File: config.mk
export PLATFORM = sky130hd
export DESIGN_NAME = amm_nto1_arb_rr
export DESIGN_NICKNAME = d
export VERILOG_FILES = /design/src/rtl/amm_arb_pkg.sv /design/src/rtl/amm_rsp_fifo.sv /design/src/rtl/amm_nto1_arb_rr.sv
export SDC_FILE = /design/constraint.sdc
export NUM_CORES = 1
export LEC_CHECK = 0
export ABC_AREA = 1
export BUFFER_PORTS_ARGS = -buffer_cell sky130_fd_sc_hd__buf_2
export CORE_AREA = 5 5 203 205
export CTS_CLUSTER_SIZE = 24
export DETAILED_ROUTE_END_ITERATION = 8
export DIE_AREA = 0 0 208 210
export GPL_TIMING_DRIVEN = 0
export HOLD_SLACK_MARGIN = 0.15
export MAX_ROUTING_LAYER = met4
export SLEW_MARGIN = 40
export SYNTH_ARGS = -nofsm -noshare
export SYNTH_HDL_FRONTEND = slang
export SYNTH_SLANG_ARGS = --single-unit
export TNS_END_PERCENT = 50
File: constraint.sdc
create_clock -name clk -period 3.45 [get_ports clk]
set_clock_uncertainty 0.2 [all_clocks]
set_input_delay 0.69 -clock clk [delete_from_list [all_inputs] [get_ports clk]]
set_output_delay 0.69 -clock clk [all_outputs]
set_load 0.02 [all_outputs]
File: src/rtl/amm_arb_pkg.sv
// Shared types and constant helpers for the N-to-1 Avalon-MM round-robin arbiter.
package amm_arb_pkg;

  typedef enum logic {
    ARB_OPEN   = 1'b0,
    ARB_LOCKED = 1'b1
  } arb_state_e;

  function automatic int unsigned clog2(input int unsigned v);
    int unsigned r;
    r = 0;
    for (int unsigned i = 0; i < 32; i++) begin
      if ((64'd1 << i) < 64'(v)) r = i + 1;
    end
    return r;
  endfunction

  // Index width that never collapses to zero bits for a single entry.
  function automatic int unsigned id_w(input int unsigned n);
    return (n > 1) ? clog2(n) : 1;
  endfunction

endpackage

File: src/rtl/amm_rsp_fifo.sv
// Owner FIFO: records which port issued each outstanding read, in issue order.
module amm_rsp_fifo
  import amm_arb_pkg::*;
#(
  parameter int unsigned DEPTH = 4,
  parameter int unsigned W     = 2
)(
  input  logic                   clk,
  input  logic                   reset,
  input  logic                   push_i,
  input  logic [W-1:0]           push_id_i,
  input  logic                   pop_i,
  output logic [W-1:0]           head_o,
  output logic                   full_o,
  output logic                   empty_o,
  output logic [clog2(DEPTH):0]  count_o
);

  localparam int unsigned PTR_W = id_w(DEPTH);
  localparam int unsigned CNT_W = clog2(DEPTH) + 1;

  logic [W-1:0]     mem_q [DEPTH];
  logic [PTR_W-1:0] wr_ptr_q, rd_ptr_q;
  logic [CNT_W-1:0] count_q;
  logic             do_push, do_pop;

  function automatic logic [PTR_W-1:0] ptr_inc(input logic [PTR_W-1:0] p);
    return (p == PTR_W'(DEPTH - 1)) ? '0 : p + PTR_W'(1);
  endfunction

  assign full_o  = (count_q == CNT_W'(DEPTH));
  assign empty_o = (count_q == '0);
  assign count_o = count_q;
  assign head_o  = mem_q[rd_ptr_q];
  assign do_push = push_i & ~full_o;
  assign do_pop  = pop_i & ~empty_o;

  always_ff @(posedge clk) begin
    if (do_push) mem_q[wr_ptr_q] <= push_id_i;
  end

  always_ff @(posedge clk) begin
    if (reset) begin
      wr_ptr_q <= '0;
      rd_ptr_q <= '0;
      count_q  <= '0;
    end else begin
      if (do_push) wr_ptr_q <= ptr_inc(wr_ptr_q);
      if (do_pop)  rd_ptr_q <= ptr_inc(rd_ptr_q);
      case ({do_push, do_pop})
        2'b10:   count_q <= count_q + CNT_W'(1);
        2'b01:   count_q <= count_q - CNT_W'(1);
        default: count_q <= count_q;
      endcase
    end
  end

endmodule

File: src/rtl/amm_nto1_arb_rr.sv
// N-to-1 Avalon-MM arbiter: round-robin grant, lock on stall, in-order read response routing.
module amm_nto1_arb_rr
  import amm_arb_pkg::*;
#(
  parameter int unsigned NUM_M    = 4,
  parameter int unsigned ADDR_W   = 32,
  parameter int unsigned DATA_W   = 32,
  parameter int unsigned MAX_PEND = 4
)(
  input  logic                          clk,
  input  logic                          reset,
  input  logic [NUM_M*ADDR_W-1:0]       s_address,
  input  logic [NUM_M*(DATA_W/8)-1:0]   s_byteenable,
  input  logic [NUM_M*DATA_W-1:0]       s_writedata,
  input  logic [NUM_M-1:0]              s_read,
  input  logic [NUM_M-1:0]              s_write,
  output logic [NUM_M-1:0]              s_waitrequest,
  output logic [NUM_M*DATA_W-1:0]       s_readdata,
  output logic [NUM_M-1:0]              s_readdatavalid,
  output logic [ADDR_W-1:0]             m_address,
  output logic [DATA_W/8-1:0]           m_byteenable,
  output logic [DATA_W-1:0]             m_writedata,
  output logic                          m_read,
  output logic                          m_write,
  input  logic                          m_waitrequest,
  input  logic [DATA_W-1:0]             m_readdata,
  input  logic                          m_readdatavalid,
  output logic [clog2(MAX_PEND):0]      pend_cnt,
  output logic                          rsp_err
);

  localparam int unsigned BE_W = DATA_W / 8;
  localparam int unsigned ID_W = id_w(NUM_M);

  arb_state_e       state_q;
  logic [ID_W-1:0]  lock_id_q, rr_ptr_q;
  logic             rsp_err_q;

  logic [NUM_M-1:0] elig;
  logic [ID_W-1:0]  win_id, sel_id, next_ptr, head_id;
  logic             win_found, fifo_full, fifo_empty;
  logic             rd_cmd, wr_cmd, accept, rsp_hit;
  int unsigned      cand;

  // Full is the registered FIFO state, so a pop frees a read slot only next cycle.
  assign elig = s_write | (s_read & {NUM_M{~fifo_full}});

  always_comb begin
    win_found = 1'b0;
    win_id    = '0;
    cand      = 0;
    for (int unsigned k = 0; k < NUM_M; k++) begin
      cand = (32'(rr_ptr_q) + k) % NUM_M;
      if (!win_found && elig[cand]) begin
        win_found = 1'b1;
        win_id    = ID_W'(cand);
      end
    end
  end

  assign sel_id   = (state_q == ARB_LOCKED) ? lock_id_q : win_id;
  assign rd_cmd   = ~reset & s_read[sel_id] & ~fifo_full;
  assign wr_cmd   = ~reset & s_write[sel_id];
  assign accept   = (rd_cmd | wr_cmd) & ~m_waitrequest;
  assign next_ptr = (sel_id == ID_W'(NUM_M - 1)) ? '0 : sel_id + ID_W'(1);

  assign m_read       = rd_cmd;
  assign m_write      = wr_cmd;
  assign m_address    = s_address[sel_id*ADDR_W +: ADDR_W];
  assign m_byteenable = s_byteenable[sel_id*BE_W +: BE_W];
  assign m_writedata  = s_writedata[sel_id*DATA_W +: DATA_W];

  always_comb begin
    s_waitrequest = '1;
    if (accept) s_waitrequest[sel_id] = 1'b0;
  end

  assign rsp_hit         = m_readdatavalid & ~reset & ~fifo_empty;
  assign s_readdatavalid = rsp_hit ? (NUM_M'(1) << head_id) : '0;
  assign s_readdata      = {NUM_M{m_readdata}};
  assign rsp_err         = rsp_err_q;

  always_ff @(posedge clk) begin
    if (reset) begin
      state_q   <= ARB_OPEN;
      lock_id_q <= '0;
      rr_ptr_q  <= '0;
      rsp_err_q <= 1'b0;
    end else begin
      if (accept) begin
        state_q  <= ARB_OPEN;
        rr_ptr_q <= next_ptr;
      end else if (rd_cmd | wr_cmd) begin
        state_q   <= ARB_LOCKED;
        lock_id_q <= sel_id;
      end
      if (m_readdatavalid && fifo_empty) rsp_err_q <= 1'b1;
    end
  end

  amm_rsp_fifo #(
    .DEPTH (MAX_PEND),
    .W     (ID_W)
  ) u_owner_fifo (
    .clk       (clk),
    .reset     (reset),
    .push_i    (accept & rd_cmd),
    .push_id_i (sel_id),
    .pop_i     (m_readdatavalid & ~reset),
    .head_o    (head_id),
    .full_o    (fifo_full),
    .empty_o   (fifo_empty),
    .count_o   (pend_cnt)
  );

endmodule
==> qor.csv <==
stage,metric,value,unit
setup_path,slowest CP cell,dfxtp_4,
synth,"Distinct cells, synth",33,
finish,most frequent cells in the layout,"buf_2 (435), buf_4 (185), nor2_1 (179)",
power_and_ir_drop,Pleak,4.832,nW
synth,synthesized netlist cell count,736,
power_and_ir_drop,PwrDens,1356,mW/mm^2
sta,RSZ-0062 raised after global routing,true,
clock_network,worst skew pair latency,260,ps
sta,Max Clk Rate,274.6,MHz
synth,syn_area_per_cell,6.315,sq um
setup_path,"most used cell, CP",nand2_4,
setup_path,startpoint types,flip-flop,
detailed_routing,first drt pass iteration count,4,
clock_network,CTS sink count,23,
synth,ys async rst share,0,%
clock_network,CTS H-Tree Depth,1,
finish,most common library cell in the layout ignoring fill and taps,buf_2,
detailed_routing,WL/cell,18.12,um
global_route,Global Route Usage Sum,13.46,%
power_and_ir_drop,Sw Share,54.70,%
power_and_ir_drop,Comb pwr share,95.0,%
outcome,status,"complete, but fails checks",
clock_network,clock root buffer,clkbuf_16,
synth,sequential element share of the synthesized area,11.63,%
floorplan,Die X-Extent,208,um
synth,synthesized cell area,0.004648,sq mm
power_and_ir_drop,VDD IR max,0.6383,mV
place,Place WS,-757.2,ps
detailed_routing,DR WL met3,2.094,mm
finish,synthesis-to-layout area growth,116.6,%
sta,setup TNS,-9570,ps
place,DP Wirelength,25.84,mm
finish,layout cell share with drive strength beyond 1,71.03,%
clock_network,total CTS buffers,3,
sta,Final Cycle Share,105.6,%
floorplan,core area,0.03928,sq mm
synth,Post-synth EDFFs,8,
sta,final-report hold violation count,0,
setup_path,crit path DAT,2750,ps
setup_path,WS Path Type,flip-flop to output port,
power_and_ir_drop,clock network power share,1.9,%
floorplan,Starting Density,11.83,%
sta,Setup WS post-layout,-192.3,ps
setup_path,CP Capture Type,output port,
sta,Worst Max-Slew Pin Slew,372.1,ps
detailed_routing,met2 WL,16.52,mm
floorplan,die area,0.04368,sq mm
place,I/O Buffers,493,
power_and_ir_drop,sequential power share,3.2,%
setup_path,CP Max Fanout,10,
synth,Seq cells post-synth,23,
synth,Synthesized Nets,1063,
global_route,initial antenna violation count,7,
detailed_routing,drt first-iter violations,336,
power_and_ir_drop,P_sw,0.007469,W
sta,"Setup violations, final",73,
sta,Relative slew margins,75.10,%
place,Final Wtd Congestion,0.9276,
setup_path,CP Data Required Time,2560,ps
floorplan,die height,210,um
finish,NumNets Final,1588,
detailed_routing,remaining antenna violation count,0,
sta,Max Slew Vio Count,0,
synth,"Top FF cell, synth",dfxtp_1,
global_route,largest net degree at the start of global routing,16,
detailed_routing,final wirelength,32.41,mm
min_path,class of the worst hold path,flip-flop to flip-flop,
detailed_routing,highest metal used,met4,
detailed_routing,final routed DRC violation total,0,
global_route,total grt overflow,0,
detailed_routing,vias per cell,4.029,
clock_network,Max clock buf depth,2,
run,max cap viols,0,
outcome,failing checks,negative setup slack,
floorplan,I/O pins,526,
detailed_routing,Vias,7207,
setup_path,"Cell Chain, Critical Path",nor2_4 > nand2_4 > nand2_4 > nand3_4 > nand2_4 > nand2_2 > nand2_4 > nand2_1 > nand2_1 > nand3_2 > nand3_4 > nand2_8 > buf_12 > buf_16 > buf_12 > o21ai_2 > o32ai_2 > buf_4,
finish,fill count,4355,
setup_path,CP peak stage delay,360,ps
synth,Yosys warnings,0,
sta,Final min period,3642,ps
global_route,vias in the first global route,7384,
global_route,first-pass GRT wire length,44.68,mm
detailed_routing,WL met1,13.09,mm
clock_network,CTS clock-pin slew for the worst setup and hold paths,60,ps
floorplan,cell row count,73,
clock_network,CTS tree,built,
power_and_ir_drop,internal power,0.006186,W
[routing by layer]
| metal | vias to the layer above | track usage [%] |
|---|---|---|
| li1 | 3418 | - |
| met1 | 3405 | 16.22 |
| met2 | 337 | 23.50 |
| met3 | 47 | 2.679 |
| met4 | 0 | 2.741 |
| met5 | - | - |
[stage by stage]
step / power [W] / std cells / instance area [sq um] / utilization, % / hold WS, ps
3_3_place_gp: 0.008798 / 1754 / 7772 / 19.79 / 242.2
4_1_cts: 0.01155 / 1770 / 8832 / 22.49 / 252.8
5_1_grt: 0.01443 / 1789 / 10070 / 25.64 / 284.1
2_1_floorplan: 0.005709 / 736 / 4648 / - / 254.2
6_report: 0.01365 / 1789 / 10070 / 25.64 / 252.5
3_5_place_dp: 0.008847 / 1754 / 7774 / 19.79 / 242.9
[sequential cells by signal, summed over array words and instances (netlist names), named ones only]
signal and cells:
u_owner_fifo.mem_q 8, u_owner_fifo.count_o 3, lock_id_q 2, rr_ptr_q 2, u_owner_fifo.rd_ptr_q 2, u_owner_fifo.wr_ptr_q 2, rsp_err 1, state_q 1
[layout make-up]
cell class | instances | area, sq um | share of cell area [%]
diodes | 4 | 10.01 | 0.09940
plain buffers | 175 | 1684 | 16.72
clock buffers | 4 | 78.83 | 0.7828
inverters | 38 | 160.2 | 1.590
multi-input cells | 499 | 3897 | 38.71
flip-flops and latches | 23 | 545.5 | 5.417
well taps | 525 | 656.9 | 6.523
repair buffers | 521 | 3037 | 30.16
[repair_timing]
action / 4_1_cts / 5_1_grt
gates cloned: 3 / 3
endpoints found under the setup margin: 72 / 76
hold buffers: 0 / 0
gates resized for setup: 212 / 243
setup buffers: 9 / 14
pin swaps: 18 / 37
[cell usage after synthesis (10+ instances only)]
cell type | n | area share, %
o21ai_0 | 40 | 4.3
buf_4 | 139 | 22
o21ai_1 | 33 | 3.6
inv_1 | 33 | 2.7
dfxtp_1 | 15 | 6.5
nor2_1 | 221 | 18
buf_2 | 21 | 2.3
ha_1 | 10 | 2.7
nand3_1 | 28 | 3.0
a21oi_1 | 12 | 1.3
nand2_1 | 54 | 4.4
o32ai_1 | 60 | 11
clkbuf_1 | 10 | 0.81
[power by group through the flow]
stage,Combinational (W),Sequential [W],Clock (W)
after floorplan,0.00526,0.000444,0
after global placement,0.00837,0.000429,0
after detailed placement,0.00842,0.000431,0
after CTS,0.0109,0.000428,0.000259
after global routing,0.0137,0.000444,0.000275
final,0.0130,0.000434,0.000255
[path summary, 6_finish.rpt]
path,from,to,slack [ps],cells after the start
min,rsp_err,rsp_err,250,2
max reg2reg,u_owner_fifo.count_o[0],u_owner_fifo.count_o[2],-20,26
max,u_owner_fifo.count_o[0],m_address[20],-190,18
min reg2reg,rsp_err,rsp_err,250,2
[kinds of logic (layout without fill, tap and decap cells)]
kind of cell	Yosys count	count (layout)	synth area share [%]
AND/OR/NAND/NOR	329	329	30.55
buffers and inverters	214	738	30.15
XOR/XNOR	1	1	0.3500
other	0	4	0
adder cells (fa/ha/maj)	11	11	3.122
flip-flops	23	23	11.63
AO/OA/AOI/OAI	158	158	24.20
[worst max-delay path: cells and delay by family (launching register included)]
family / cells / cell delay, ps
and+or+nand+nor: 12 / 1100
buffers and inverters: 4 / 690
DFF: 1 / 360
AOI/OAI and AO/OA: 2 / 260
(Power assumes the default switching activity.)
